[config.mk]
export PLATFORM = sky130hd
export DESIGN_NAME = frame_buffer_port_arb
export DESIGN_NICKNAME = d
export VERILOG_FILES = /design/src/rtl/frame_buffer_port_arb.sv
export SDC_FILE = /design/constraint.sdc
export NUM_CORES = 1
export LEC_CHECK = 0
export ABC_AREA = 1
export ABC_CLOCK_PERIOD_IN_PS = 4900
export BUFFER_PORTS_ARGS = -buffer_cell sky130_fd_sc_hd__buf_4
export CORE_ASPECT_RATIO = 0.6
export CORE_UTILIZATION = 51
export CTS_BUF_LIST = sky130_fd_sc_hd__clkbuf_8
export CTS_CLUSTER_DIAMETER = 40
export DETAILED_ROUTE_END_ITERATION = 7
export GPL_TIMING_DRIVEN = 1
export PLACE_DENSITY = 0.86
export SLEW_MARGIN = 5
export SYNTH_ARGS = -nofsm -noshare
export SYNTH_HDL_FRONTEND = slang
export SYNTH_SLANG_ARGS = --single-unit
[constraint.sdc]
create_clock -name sys_clk -period 4.9 [get_ports sys_clk]
set_input_delay 0.98 -clock sys_clk [delete_from_list [all_inputs] [get_ports sys_clk]]
set_output_delay 0.98 -clock sys_clk [all_outputs]
set_load 0.005 [all_outputs]
[src/rtl/frame_buffer_port_arb.sv]
// Shares MCB command port 3 between frame write and read paths; one burst per grant, 4-cycle minimum spacing.
// Optional macro FB_ARB_ROUND_ROBIN_EN: alternate grants on ties (default build: read wins ties).
module frame_buffer_port_arb #(
    parameter int BURST_LEN       = 32,
    parameter int FRAME_ADDR_BITS = 24,
    parameter int RD_FIFO_DEPTH   = 64
) (
    input  logic                       sys_clk,
    input  logic                       sys_rst_n,
    input  logic                       i_calib_done,
    input  logic                       i_wr_req,
    input  logic [1:0]                 iv_wr_frame,
    input  logic [FRAME_ADDR_BITS-1:0] iv_wr_offset,
    output logic                       o_wr_ack,
    input  logic                       i_rd_req,
    input  logic [1:0]                 iv_rd_frame,
    input  logic [FRAME_ADDR_BITS-1:0] iv_rd_offset,
    output logic                       o_rd_ack,
    input  logic [6:0]                 iv_p_wr_count,
    input  logic                       i_p_rd_en,
    input  logic                       i_p_cmd_full,
    output logic                       o_p_cmd_en,
    output logic [2:0]                 ov_p_cmd_instr,
    output logic [5:0]                 ov_p_cmd_bl,
    output logic [29:0]                ov_p_cmd_byte_addr,
    output logic                       o_busy
);

    typedef enum logic [1:0] {S_IDLE, S_WAIT, S_CMD, S_GAP} state_t;

    localparam int              AW        = FRAME_ADDR_BITS + 2;
    localparam logic [AW-1:0]   ADDR_MASK = {{(AW-2){1'b1}}, 2'b00};
    localparam logic [7:0]      BL8       = 8'(BURST_LEN);
    localparam logic [7:0]      DEPTH8    = 8'(RD_FIFO_DEPTH);
    localparam logic [6:0]      BL7       = 7'(BURST_LEN);
    localparam logic [5:0]      BLM1      = 6'(BURST_LEN - 1);

    state_t        r_state;
    state_t        w_next;
    logic          w_latch;
    logic          w_wr_ok;
    logic          w_rd_ok;
    logic          w_pick_rd;
    logic          w_issue_rd;
    logic          w_pop;
    logic [AW-1:0] w_wr_cat;
    logic [AW-1:0] w_rd_cat;

    logic [6:0]    r_rd_resv;
    logic          r_grant_rd;
    logic          r_cmd_en;
    logic          r_wr_ack;
    logic          r_rd_ack;
    logic          r_busy;
    logic [2:0]    r_instr;
    logic [5:0]    r_bl;
    logic [29:0]   r_addr;

    assign w_wr_ok = i_calib_done & i_wr_req & ({1'b0, iv_p_wr_count} >= BL8);
    // Reads must fit in the read FIFO counting words already promised to earlier reads.
    assign w_rd_ok = i_calib_done & i_rd_req & (({1'b0, r_rd_resv} + BL8) <= DEPTH8);

`ifdef FB_ARB_ROUND_ROBIN_EN
    logic r_last_rd;

    assign w_pick_rd = w_rd_ok & (~w_wr_ok | ~r_last_rd);

    always_ff @(posedge sys_clk or negedge sys_rst_n) begin
        if (!sys_rst_n) begin
            r_last_rd <= 1'b1;
        end else if (r_state == S_CMD) begin
            r_last_rd <= r_grant_rd;
        end
    end
`else
    assign w_pick_rd = w_rd_ok;
`endif

    assign w_wr_cat = {iv_wr_frame, iv_wr_offset} & ADDR_MASK;
    assign w_rd_cat = {iv_rd_frame, iv_rd_offset} & ADDR_MASK;

    always_comb begin
        w_next  = r_state;
        w_latch = 1'b0;
        case (r_state)
            S_IDLE: begin
                if (w_wr_ok || w_rd_ok) begin
                    w_latch = 1'b1;
                    w_next  = S_WAIT;
                end
            end
            S_WAIT:  if (!i_p_cmd_full) w_next = S_CMD;
            S_CMD:   w_next = S_GAP;
            S_GAP:   w_next = S_IDLE;
            default: w_next = S_IDLE;
        endcase
    end

    always_ff @(posedge sys_clk or negedge sys_rst_n) begin
        if (!sys_rst_n) begin
            r_state  <= S_IDLE;
            r_cmd_en <= 1'b0;
            r_wr_ack <= 1'b0;
            r_rd_ack <= 1'b0;
            r_busy   <= 1'b0;
        end else begin
            r_state  <= w_next;
            r_cmd_en <= (w_next == S_CMD);
            r_wr_ack <= (w_next == S_CMD) & ~r_grant_rd;
            r_rd_ack <= (w_next == S_CMD) &  r_grant_rd;
            r_busy   <= (w_next != S_IDLE);
        end
    end

    // Command fields freeze at grant and stay put through the strobe, even under back-pressure.
    always_ff @(posedge sys_clk or negedge sys_rst_n) begin
        if (!sys_rst_n) begin
            r_grant_rd <= 1'b0;
            r_instr    <= 3'b000;
            r_bl       <= 6'd0;
            r_addr     <= 30'd0;
        end else if (w_latch) begin
            r_grant_rd <= w_pick_rd;
            r_instr    <= w_pick_rd ? 3'b001 : 3'b000;
            r_bl       <= BLM1;
            r_addr     <= w_pick_rd ? 30'(w_rd_cat) : 30'(w_wr_cat);
        end
    end

    assign w_issue_rd = r_cmd_en & r_grant_rd;
    assign w_pop      = i_p_rd_en & (r_rd_resv != 7'd0);

    always_ff @(posedge sys_clk or negedge sys_rst_n) begin
        if (!sys_rst_n) begin
            r_rd_resv <= 7'd0;
        end else if (w_issue_rd && w_pop) begin
            r_rd_resv <= r_rd_resv + BL7 - 7'd1;
        end else if (w_issue_rd) begin
            r_rd_resv <= r_rd_resv + BL7;
        end else if (w_pop) begin
            r_rd_resv <= r_rd_resv - 7'd1;
        end
    end

    assign o_p_cmd_en         = r_cmd_en;
    assign o_wr_ack           = r_wr_ack;
    assign o_rd_ack           = r_rd_ack;
    assign ov_p_cmd_instr     = r_instr;
    assign ov_p_cmd_bl        = r_bl;
    assign ov_p_cmd_byte_addr = r_addr;
    assign o_busy             = r_busy;

endmodule
# After elaboration in Yosys (flattened, before gate mapping)
# Cells that the tools add are included.
[classes] n_addsub=4 n_lt_le_gt_ge=2 eq_ne=4 n_mux=10 bitwise=9 reduce_logical=6
[op_table] operator="2-to-1 mux 26 bit" count=1
[op_table] operator="2-to-1 mux 7 bit" count=3
[op_table] operator="subtractor 7 x 1 -> 7 bit, second input constant" count=2
[op_table] operator="adder 7 x 6 -> 8 bit, second input constant" count=1
[op_table] operator="bitwise AND 1 bit" count=8
[op_table] operator="less-or-equal comparator 8 x 7 -> 1 bit, second input constant" count=1
[op_table] operator="case mux 2 bit (4 select lines)" count=1
[op_table] operator="adder 7 x 6 -> 7 bit, second input constant" count=1
[op_table] operator=">= comparator 7 x 6 -> 1 bit, second input constant" count=1
[op_table] operator="nonzero test 7 bit" count=1
[op_table] operator="== test 2 bit, second input constant" count=3
[op_table] operator="2-to-1 mux 2 bit" count=2
[op_table] operator="2-to-1 mux 1 bit" count=3
[op_table] operator="nonzero test 3 bit" count=1
[op_table] operator="== test 2 x 1 -> 1 bit, second input constant" count=1
[op_table] operator="logical NOT 2 bit" count=1
[op_table] operator="nonzero test 2 bit" count=1
[op_table] operator="logical AND 1 bit" count=1
[op_table] operator="logical OR 1 bit" count=1
[op_table] operator="NOT 1 bit" count=1
[totals] ff_bits=48 in_bits=66 out_inout_bits=43 elab_cells=45

# Depth between registers and ports, before layout
[depth] word_depth=8 mapped_depth=12 mapped_depth_nobuf=11

# Least setup slack after synthesis
# OpenSTA, ideal clock, no wires.
[synth_path] path_type="input to register" from="in i_rd_req" to="reg, netlist name ov_p_cmd_bl[0]" setup_time_ns=0.127 arrival_time_ns=1.762 t_required_ns=4.773 path_slack_ns=3.011 cell_stages=5 path_buffers=0 cell_sequence="nand2_1 clkinv_1 nand3_4 nand2_4 or2_2"
[synth_between] elab_chain_len=5
[synth_rtl] element="start, declared" line_no="15" text="input logic i_rd_req,"
[synth_rtl] element="bitwise AND 1 bit (2 in a row)" line_no="61" text="assign w_rd_ok = i_calib_done & i_rd_req & (({1'b0, r_rd_resv} + BL8) <= DEPTH8);"
[synth_rtl] element="logical OR 1 bit" line_no="87" text="if (w_wr_ok || w_rd_ok) begin"
[synth_rtl] element="2-to-1 mux 1 bit" line_no="87"
[synth_rtl] element="2-to-1 mux 1 bit" line_no="85" text="case (r_state)"
# No other way between the ends.
# A chain may end at the register's enable or synchronous reset.

# Worst setup path in the final report
[layout_path] from="in i_calib_done" to="reg, netlist name ov_p_cmd_bl[0]"
[layout_between] elab_chain_len=5 word_cells_on_any_way=7 classes_between="mux: 2; bitwise: 4; reduce/logical: 1"
[layout_rtl] element="start, declared" line_no="10" text="input logic i_calib_done,"
[layout_rtl] element="bitwise AND 1 bit (on tied branches) (2 in a row)" line_no="59, 61"
[layout_rtl] element="logical OR 1 bit *" line_no="87"
[layout_rtl] element="2-to-1 mux 1 bit *" line_no="87"
[layout_rtl] element="2-to-1 mux 1 bit *" line_no="85"
# Every way passes the cells marked *; elsewhere a longest branch is shown, timed or not.

==> flow_summary.ini <==
[drt]
initialDrtViolationCount = 87
drc = 0
wl_per_cell_um = 12.5
routed_via_density = 4.85
wl_um = 5400
drtAntennaViolNets = 0
dr_total_vias = 2097
drt_first_pass_iters = 4

[power]
finalPower_mw = 1.52
power_leakage_nw = 1.65
p_per_area_mw_per_mm2 = 518
irDropWorstVdd_mv = 0.244

[die]
rows = 18
initial_core_util_pct = 53.4
fp.coreArea_mm2 = 0.00410
die_x_um = 86.5
die_area_mm2 = 0.00456
die_h_um = 52.7
num_io_pins = 109

[timing]
max_freq_ghz = 0.353
period_share_pct = 57.8
maxSlewHeadroom_pct = 46.0
tightest_slew_ps = 806
setup_violations = 0
drv_slew = 0
rsz0062_at_grt = false
skew_ps = 7.27
hold_violations = 0
period_minus_slack_ps = 2830
fin_setup_tns_ps = 0

[worst_setup_path]
critPathKind = in -> reg
crit_path_max_fanout = 27
cp.required_ps = 5080
end_kind = register
cp-start-kind = input pin
cp_data_arrival_time_ps = 3010

[grt]
grt_start_max_net_pins = 40
grt_pass1_wl_um = 8650
overflow = 0
grt.total_usage_pct = 25.8
grt_pass1_vias = 1926
grt_antenna_before_repair = 0

[min_path]
hp-class = reg -> reg

[synthesis]
synth_cell_types = 26
avgSynthCellArea_um2 = 7.52
synth_top_area_share_pct = 44.6
yosysWarnings = 0
synth_top_area_cell = dfrtp_1
synth-seq-area-share_pct = 44.6
ys_ff_latch = 39
synthCells = 291
synth_area_mm2 = 0.00219
synthTopCellsByArea = dfrtp_1 (45%), nand2_1 (19%), nand3_1 (12%), buf_4 (4.8%), inv_1 (2.9%)

[run_status]
outcome = complete, no violations

[finish]
drive_above_1_share_pct = 30.1
fill_cells = 354
nets = 440
diodes = 0
area_growth_pct = 34.4
final_area_mm2 = 0.00294

[cts]
cts_setup_buffers = 0
hold_buffers = 0
cts.sinks = 39
ctsHtreeMaxLevel = 2
ctsLongestPathBuffers = 2
ctsRootBufferMaster = clkbuf_8
clock_latency_ps = 290
cts_tree = done
cts-resized-gates = 0
numCtsBuffers = 5
clk_pin_slew_ps = 80

[placed_design]
port_buffers = 90
routabilityCongestion = 0.865
placed_area_mm2 = 0.00280
dp_hpwl_um = 3880

[job]
maxCapViolations = 0
==> synth_stat cells <==
cell type,n
a21oi_1,1
buf_2,6
buf_4,14
buf_6,2
clkbuf_1,4
clkinv_1,1
conb_1,1
dfrtp_1,39
ha_1,3
inv_1,17
inv_2,3
nand2_1,113
nand2_2,2
nand2_4,2
nand3_1,51
nand3_4,1
nand4_1,2
nor2_1,10
nor2_2,3
nor3_1,2
o2111ai_2,1
o21ai_0,6
o21bai_1,1
or2_2,1
xnor2_1,1
xor2_1,4
==> area by class of cell <==
| class | count | area [um^2] | share of cell area, % |
|---|---|---|---|
| multi-input combinational | 213 | 990 | 33.7 |
| sequential | 39 | 976 | 33.2 |
| timing repair buffer | 91 | 683 | 23.2 |
| inverter | 21 | 78.8 | 2.68 |
| tap | 60 | 75.1 | 2.55 |
| clock buffer | 5 | 68.8 | 2.34 |
| clock inverter | 3 | 67.6 | 2.30 |
==> placed cells by master (no fill, tap or decap), drive strengths merged <==
cell / n
nor3: 2
xor2: 4
xnor2: 1
nor2: 13
nand4: 2
clkbuf: 5
nand2: 117
dfrtp: 39
nand3: 52
o2111ai: 1
clkinvlp: 1
conb: 9
bufinv: 2
ha: 3
buf: 91
o21ai: 6
clkinv: 1
o21bai: 1
or2: 1
a21oi: 1
inv: 20
==> sequential cells by signal (all words and copies together) (netlist names) <==
signal	flops
o_busy	1
o_p_cmd_en	1
ov_p_cmd_bl	1
r_grant_rd	1
o_rd_ack	1
r_state	2
o_wr_ack	1
ov_p_cmd_byte_addr	24
r_rd_resv	7
==> critical path, cell delays in order <==
cell and delay, ps:
buf_4 120, nand2_1 60, clkinv_1 620, nand3_4 600
nand2_4 280, or2_2 350
==> path summary, 6_finish.rpt <==
path                                                     end                     start  cells after the start  slack (ps)
max                               ov_p_cmd_bl[0]$_DFFE_PN0P_              i_calib_done                      6        2070
max in group asynchronous  ov_p_cmd_byte_addr[3]$_DFFE_PN0P_                 sys_rst_n                      1        3920
min in group asynchronous             r_grant_rd$_DFFE_PN0P_                 sys_rst_n                      1         650
min                                 r_rd_resv[0]$_DFFE_PN0P_  r_rd_resv[0]$_DFFE_PN0P_                      1         510
min reg2reg                         r_rd_resv[0]$_DFFE_PN0P_  r_rd_resv[0]$_DFFE_PN0P_                      1         510
max reg2reg                           r_grant_rd$_DFFE_PN0P_  r_rd_resv[5]$_DFFE_PN0P_                      9        2610
==> cells by family (layout without fill, tap and decap cells) <==
kind of cell             Yosys count  after routing  share of synthesized area, %
AO/OA/AOI/OAI                      9              9                          2.63
buffers and inverters             47            120                          11.5
XOR/XNOR                           5              5                          2.00
other                              1              9                         0.171
flip-flops                        39             39                          44.6
AND/OR/NAND/NOR                  187            187                          37.4
adder cells (fa/ha/maj)            3              3                          1.72
==> through the flow <==
stage	util (%)	setup WS, ps	std cells	hold slack, ps
after global routing	71.7	1880	432	535
final	71.7	2070	432	513
after floorplan	-	3010	299	464
after global placement	68.4	1790	424	485
after CTS	71.7	2060	432	509
after detailed placement	68.4	1760	424	489
==> metal layers <==
layer	GRT usage [%]	routed length, um
met1	31.4	2490
met2	42.7	2440
met3	9.13	437
met5	0	0
met4	10.0	30
==> power breakdown <==
part | internal (mW) | switching (mW) | leakage, nW | total, mW
combinational | 0.297 | 0.348 | 1.10 | 0.644
clock | 0.203 | 0.115 | 0.0644 | 0.318
sequential | 0.461 | 0.0997 | 0.484 | 0.560
total | 0.960 | 0.562 | 1.65 | 1.52
No activity file was read; power rests on OpenSTA's default activity.
